$ cat src/rtl/debounce_scheduler.sv
// -----------------------------------------------------------------------------
// debounce_scheduler
//   Debounces CHANNELS noisy inputs with a single shared settle timer. A channel
//   whose (optionally synchronised) input differs from its debounced level
//   requests the timer; a round-robin arbiter hands the timer to one channel at
//   a time and a three-state FSM (IDLE/TIMING/COMMIT) clears, counts and commits.
//
//   Optional feature: define SYNC2_EN to insert a 2-flop synchroniser on every
//   noisy bit (adds 2 cycles to every latency).
//
// Ports
//   clk        in   1                  clock, all state on posedge
//   reset_n    in   1                  asynchronous active-low reset
//   noisy      in   CHANNELS           raw inputs, one bit per channel
//   debounced  out  CHANNELS           clean levels (registered)
//   changed    out  CHANNELS           one-cycle pulse when debounced[i] toggles
//   busy       out  1                  high while the FSM is not IDLE
//   grant_idx  out  $clog2(CHANNELS)   channel owning the timer, valid while busy
// -----------------------------------------------------------------------------
module debounce_scheduler #(
   parameter int unsigned CHANNELS      = 4,
   parameter int unsigned SETTLE_CYCLES = 500000
) (
   input  logic                        clk,
   input  logic                        reset_n,
   input  logic [CHANNELS-1:0]         noisy,
   output logic [CHANNELS-1:0]         debounced,
   output logic [CHANNELS-1:0]         changed,
   output logic                        busy,
   output logic [$clog2(CHANNELS)-1:0] grant_idx
);

   localparam int unsigned IDX_W = $clog2(CHANNELS);
   localparam int unsigned CNT_W = $clog2(SETTLE_CYCLES);

   typedef enum logic [1:0] {
      ST_IDLE   = 2'd0,
      ST_TIMING = 2'd1,
      ST_COMMIT = 2'd2
   } state_e;

   state_e              state_q, state_d;
   logic [CNT_W-1:0]    timer_q, timer_d;
   logic [IDX_W-1:0]    grant_q, grant_d;
   logic [IDX_W-1:0]    rr_q, rr_d;
   logic [CHANNELS-1:0] deb_q, deb_d;
   logic [CHANNELS-1:0] changed_q, changed_d;
   logic                busy_q, busy_d;

   logic [CHANNELS-1:0] s;
   logic [CHANNELS-1:0] req;
   logic                found;
   logic [IDX_W-1:0]    pick;
   logic [IDX_W-1:0]    next_ptr;
   int unsigned         k;

   // Input conditioning
`ifdef SYNC2_EN
   logic [CHANNELS-1:0] sync1_q, sync2_q;

   always_ff @(posedge clk or negedge reset_n) begin
      if (!reset_n) begin
         sync1_q <= '0;
         sync2_q <= '0;
      end else begin
         sync1_q <= noisy;
         sync2_q <= sync1_q;
      end
   end

   assign s = sync2_q;
`else
   assign s = noisy;
`endif

   assign req = s ^ deb_q;

   // Pointer just past the current owner, wrapping at CHANNELS
   assign next_ptr = (grant_q == IDX_W'(CHANNELS - 1)) ? '0 : grant_q + IDX_W'(1);

   // Round-robin pick plus next-state / output logic
   always_comb begin
      state_d   = state_q;
      timer_d   = timer_q;
      grant_d   = grant_q;
      rr_d      = rr_q;
      deb_d     = deb_q;
      changed_d = '0;
      found     = 1'b0;
      pick      = '0;
      k         = 0;

      for (int unsigned i = 0; i < CHANNELS; i++) begin
         k = 32'(rr_q) + i;
         if (k >= CHANNELS) k = k - CHANNELS;
         if (!found && req[k]) begin
            found = 1'b1;
            pick  = IDX_W'(k);
         end
      end

      case (state_q)
         ST_IDLE: begin
            if (found) begin
               grant_d = pick;
               timer_d = '0;
               state_d = ST_TIMING;
            end
         end
         ST_TIMING: begin
            // Bounce-back abort outranks terminal count; timer holds at terminal
            if (!req[grant_q]) begin
               rr_d    = next_ptr;
               state_d = ST_IDLE;
            end else if (timer_q == CNT_W'(SETTLE_CYCLES - 1)) begin
               state_d = ST_COMMIT;
            end else begin
               timer_d = timer_q + CNT_W'(1);
            end
         end
         ST_COMMIT: begin
            deb_d[grant_q]     = ~deb_q[grant_q];
            changed_d[grant_q] = 1'b1;
            rr_d               = next_ptr;
            state_d            = ST_IDLE;
         end
         default: begin
            state_d = ST_IDLE;
         end
      endcase

      busy_d = (state_d != ST_IDLE);
   end

   // State and output registers
   always_ff @(posedge clk or negedge reset_n) begin
      if (!reset_n) begin
         state_q   <= ST_IDLE;
         timer_q   <= '0;
         grant_q   <= '0;
         rr_q      <= '0;
         deb_q     <= '0;
         changed_q <= '0;
         busy_q    <= 1'b0;
      end else begin
         state_q   <= state_d;
         timer_q   <= timer_d;
         grant_q   <= grant_d;
         rr_q      <= rr_d;
         deb_q     <= deb_d;
         changed_q <= changed_d;
         busy_q    <= busy_d;
      end
   end

   assign debounced = deb_q;
   assign changed   = changed_q;
   assign busy      = busy_q;
   assign grant_idx = grant_q;

endmodule

$ cat config.mk
export PLATFORM = sky130hd
export DESIGN_NAME = debounce_scheduler
export DESIGN_NICKNAME = d
export VERILOG_FILES = /design/src/rtl/debounce_scheduler.sv
export SDC_FILE = /design/constraint.sdc
export NUM_CORES = 1
export LEC_CHECK = 0
export BUFFER_PORTS_ARGS = -buffer_cell sky130_fd_sc_hd__buf_2
export CAP_MARGIN = 20
export CORE_ASPECT_RATIO = 1.4
export CORE_MARGIN = 2
export CORE_UTILIZATION = 52
export CTS_BUF_LIST = sky130_fd_sc_hd__clkbuf_8 sky130_fd_sc_hd__clkbuf_16
export DETAILED_ROUTE_END_ITERATION = 8
export PLACE_DENSITY = 0.77
export SKIP_LAST_GASP = 1
export SYNTH_ARGS = -nofsm -noshare
export SYNTH_HDL_FRONTEND = slang
export SYNTH_SLANG_ARGS = --single-unit
$ cat constraint.sdc
create_clock -name clk -period 2 [get_ports clk]
set_input_delay 0.1 -clock clk [delete_from_list [all_inputs] [get_ports clk]]
set_output_delay 0.1 -clock clk [all_outputs]
set_load 0.1 [all_outputs]
==> run_results.csv <==
group,metric,value,unit
run_status,status,"complete, but fails checks",
run_status,violations,"negative setup slack",
cts,clk_latency,0.29,ns
synthesis,yosysTopAreaCellShare,0.467,
global_route,grt_pass1_vias,1623,
routing,viasPerCell,6.14,
routing,drtAntennaViolNets,0,
die,num_rows,25,
routing,drt-total-wl,4750,µm
synthesis,synth_common_cells,"34 x dfrtp_1, 21 x nand2_1, 15 x nor2_1, 10 x o21ai_0",
timing,max_freq,480,MHz
synthesis,ys_warn_count,0,
routing,dr.first_iter.drc_count,60,
routing,post-route-drc-count,0,
synthesis,synthArstFlopShare,1.00,
synthesis,ys_ff_latch,34,
final_layout,antenna_cells,0,
placed_design,place_inst,262,
critical_path,crit_path_end_kind,"flip-flop",
timing,finalSetupViolations,10,
timing,timing.final.crit_share,1.04,
timing,whs,0.279,ns
cts,cts_tree,"built",
synthesis,synth.most_common_cell,"dfrtp_1",
critical_path,crit_required,2.17,ns
timing,rsz0062_at_grt,"yes",
routing,first_pass_iters,4,
synthesis,syn_inst,181,
final_layout,synthToLayoutAreaGrowth,29.0,%
routing,wire_per_inst,17.4,µm
final_layout,final_nets,243,
cts,clk_pin_slew_worst_paths,0.07,ns
critical_path,cp_data_arrival_time,2.26,ns
die,num_io_pins,17,
final_layout,drive_gt1_frac,0.365,
min_path,holdPathEnd,"grant_idx[1]$_DFFE_PN0P_",
global_route,overflow,0,
timing,max_slew_margin,0.493,
global_route,grt_max_degree,35,
flow_run,cap_violations,0,
min_path,min_path_type,"in -> reg",
timing,clock_skew,0.00599,ns
synthesis,synth_area_leaders,"dfrtp_1 47%, nand2_1 4.3%, ha_1 3.4%",
synthesis,netlist_area,1820,µm²
critical_path,rrSetupSlack,-0.09,ns
global_route,grt_util_met2,0.477,
timing,finalWorstSetupSlack,-0.0855,ns
synthesis,yosysSeqAreaShare,0.467,
critical_path,cp-start-kind,"flip-flop",
routing,via_count,1676,
min_path,worstHoldPathCells,4,
timing,worstMarginPinSlew,0.761,ns
global_route,grt_usage,0.267,
critical_path,r2r_cells,6,
global_route,grt_pass1_wl,7530,µm
synthesis,synth-edff-count,0,
critical_path,rr_startpoint,"debounced[0]$_DFFE_PN0P_",
final_layout,final-instance-count-excl-fill,273,
synthesis,syn_nets,192,
synthesis,syn_avg_cell_area,10.1,µm²
die,die_area,4000,µm²
die,start_util,0.540,
die,core,3380,µm²
critical_path,cp_max_fo,6,
timing,min_period,2.09,ns
placed_design,dp_slack,-0.125,ns
timing,hold_viol,0,
pwr,total_power,2.65,mW
global_route,top_usage_layer,"met2",
global_route,antenna_found_initial,0,
critical_path,crit_type,"reg -> reg",
cts,cts.path.max_buffers,2,
placed_design,place_hpwl,3360,µm
pwr,p_leak,1.16,nW
timing,slew_violations,0,
synthesis,ys.flop_type,"dfrtp_1",
die,dieWidth,54.0,µm
placed_design,gp_congestion,0.849,
cts,htreeDepth,2,
critical_path,r2r_end,"timer_q[18]$_DFFE_PN0P_",
cts,cts_root_buf,"clkbuf_8",
cts,cts_buffers,5,
global_route,met1_usage,0.301,
min_path,min_from,"noisy[3]",
pwr,peakVddDrop,1050,µV
synthesis,yosysTopAreaCell,"dfrtp_1",
placed_design,io_buffer_count,16,
final_layout,post-route-util,0.696,
global_route,grt_use_met3,0.0462,
synthesis,synth.distinct_cells,40,
pwr,p_per_area,1130,nW/µm²
cts,numClockSinks,34,
die,die_y,74.1,µm
[where the power goes]
group          total, mW  switching (mW)  leakage [nW]  internal (mW)
clock network      0.531           0.259        0.0524          0.273
logic               1.25           0.801         0.661          0.451
registers          0.868          0.0753         0.449          0.793
total               2.65            1.14          1.16           1.52
[how the worst max path moves through the flow]
stage	start	to	depth (start not counted)
after floorplan	debounced[0]$_DFFE_PN0P_	timer_q[7]$_DFFE_PN0P_	5
after global placement	debounced[0]$_DFFE_PN0P_	timer_q[5]$_DFFE_PN0P_	6
after detailed placement	debounced[0]$_DFFE_PN0P_	timer_q[7]$_DFFE_PN0P_	5
after CTS	debounced[0]$_DFFE_PN0P_	timer_q[13]$_DFFE_PN0P_	5
after global routing	debounced[0]$_DFFE_PN0P_	timer_q[12]$_DFFE_PN0P_	7
final	debounced[0]$_DFFE_PN0P_	timer_q[18]$_DFFE_PN0P_	6
[stage by stage]
stage          area [µm²]  setup TNS, ns
2_1_floorplan        1870          -2.66
3_3_place_gp         2190         -0.203
3_5_place_dp         2190          -1.21
4_1_cts              2300         -0.423
5_1_grt              2350          -1.15
6_report             2350         -0.431
[layer usage]
layer	part of all wire	routed length, µm	vias up
met5	0	0	-
met3	0.044	211	12
met1	0.36	1720	828
li1	-	-	771
met2	0.58	2740	65
met4	0.017	82	0
[state kept, by name, indices dropped and copies added (netlist names)]
| register | count |
|---|---|
| grant_idx | 2 |
| busy | 1 |
| timer_q | 19 |
| debounced | 4 |
| rr_q | 2 |
| changed | 4 |
| state_q | 2 |
[worst max-delay path, stage by stage (launching register included)]
cell,delay [ns]
dfrtp_4,0.49
xnor2_2,0.15
mux4_2,0.54
a211oi_4,0.21
buf_6,0.15
a21oi_4,0.05
a221o_2,0.37
[layout by cell type, fill, tap and decap left out, types with 2 or more instances in the layout]
cell type / netlist / final
a31oi_1: 5 / 5
dfrtp_1: 34 / 28
buf_4: 0 / 30
nand2_1: 21 / 19
nor2b_1: 2 / 2
mux2i_1: 5 / 5
ha_1: 5 / 5
and4_1: 3 / 2
dfrtp_4: 0 / 5
nor2_1: 15 / 15
nand4_1: 9 / 9
a221o_2: 4 / 4
nor4_1: 2 / 2
inv_2: 0 / 2
inv_1: 4 / 3
o21ai_0: 10 / 9
nand3_1: 8 / 7
a21oi_1: 9 / 8
xnor2_2: 0 / 3
nand2_2: 0 / 2
and2_1: 5 / 5
a211o_2: 3 / 2
or2_2: 2 / 2
xor2_1: 3 / 3
buf_2: 0 / 16
clkbuf_8: 0 / 6
and3_1: 8 / 8
[kinds of logic after synthesis]
group,share of synthesized area
mux,0.0604
xor+xnor,0.0336
compound gates,0.154
flops,0.467
buf+inv,0.0268
simple gates,0.224
fa+ha+maj,0.0343
[area by class of cell]
class	count	area (µm²)
Tap cell	40	50.0
Inverter	4	15.0
Clock inverter	2	8.76
Timing Repair Buffer	48	327
Multi-Input combinational cell	139	998
Fill cell	247	1030
Sequential cell	34	871
Clock buffer	6	82.6
[repair_timing]
| action | 4_1_cts | 5_1_grt |
|---|---|---|
| endpoints found under the hold margin | 34 | 0 |
| hold buffers | 1 | 0 |
| gates cloned | 0 | 0 |
| pin swaps | 1 | 2 |
| setup buffers | 0 | 2 |
| setup endpoints to repair | 15 | 17 |
| resized for setup | 1 | 10 |
Note: power is estimated with default switching activity, not from simulation.
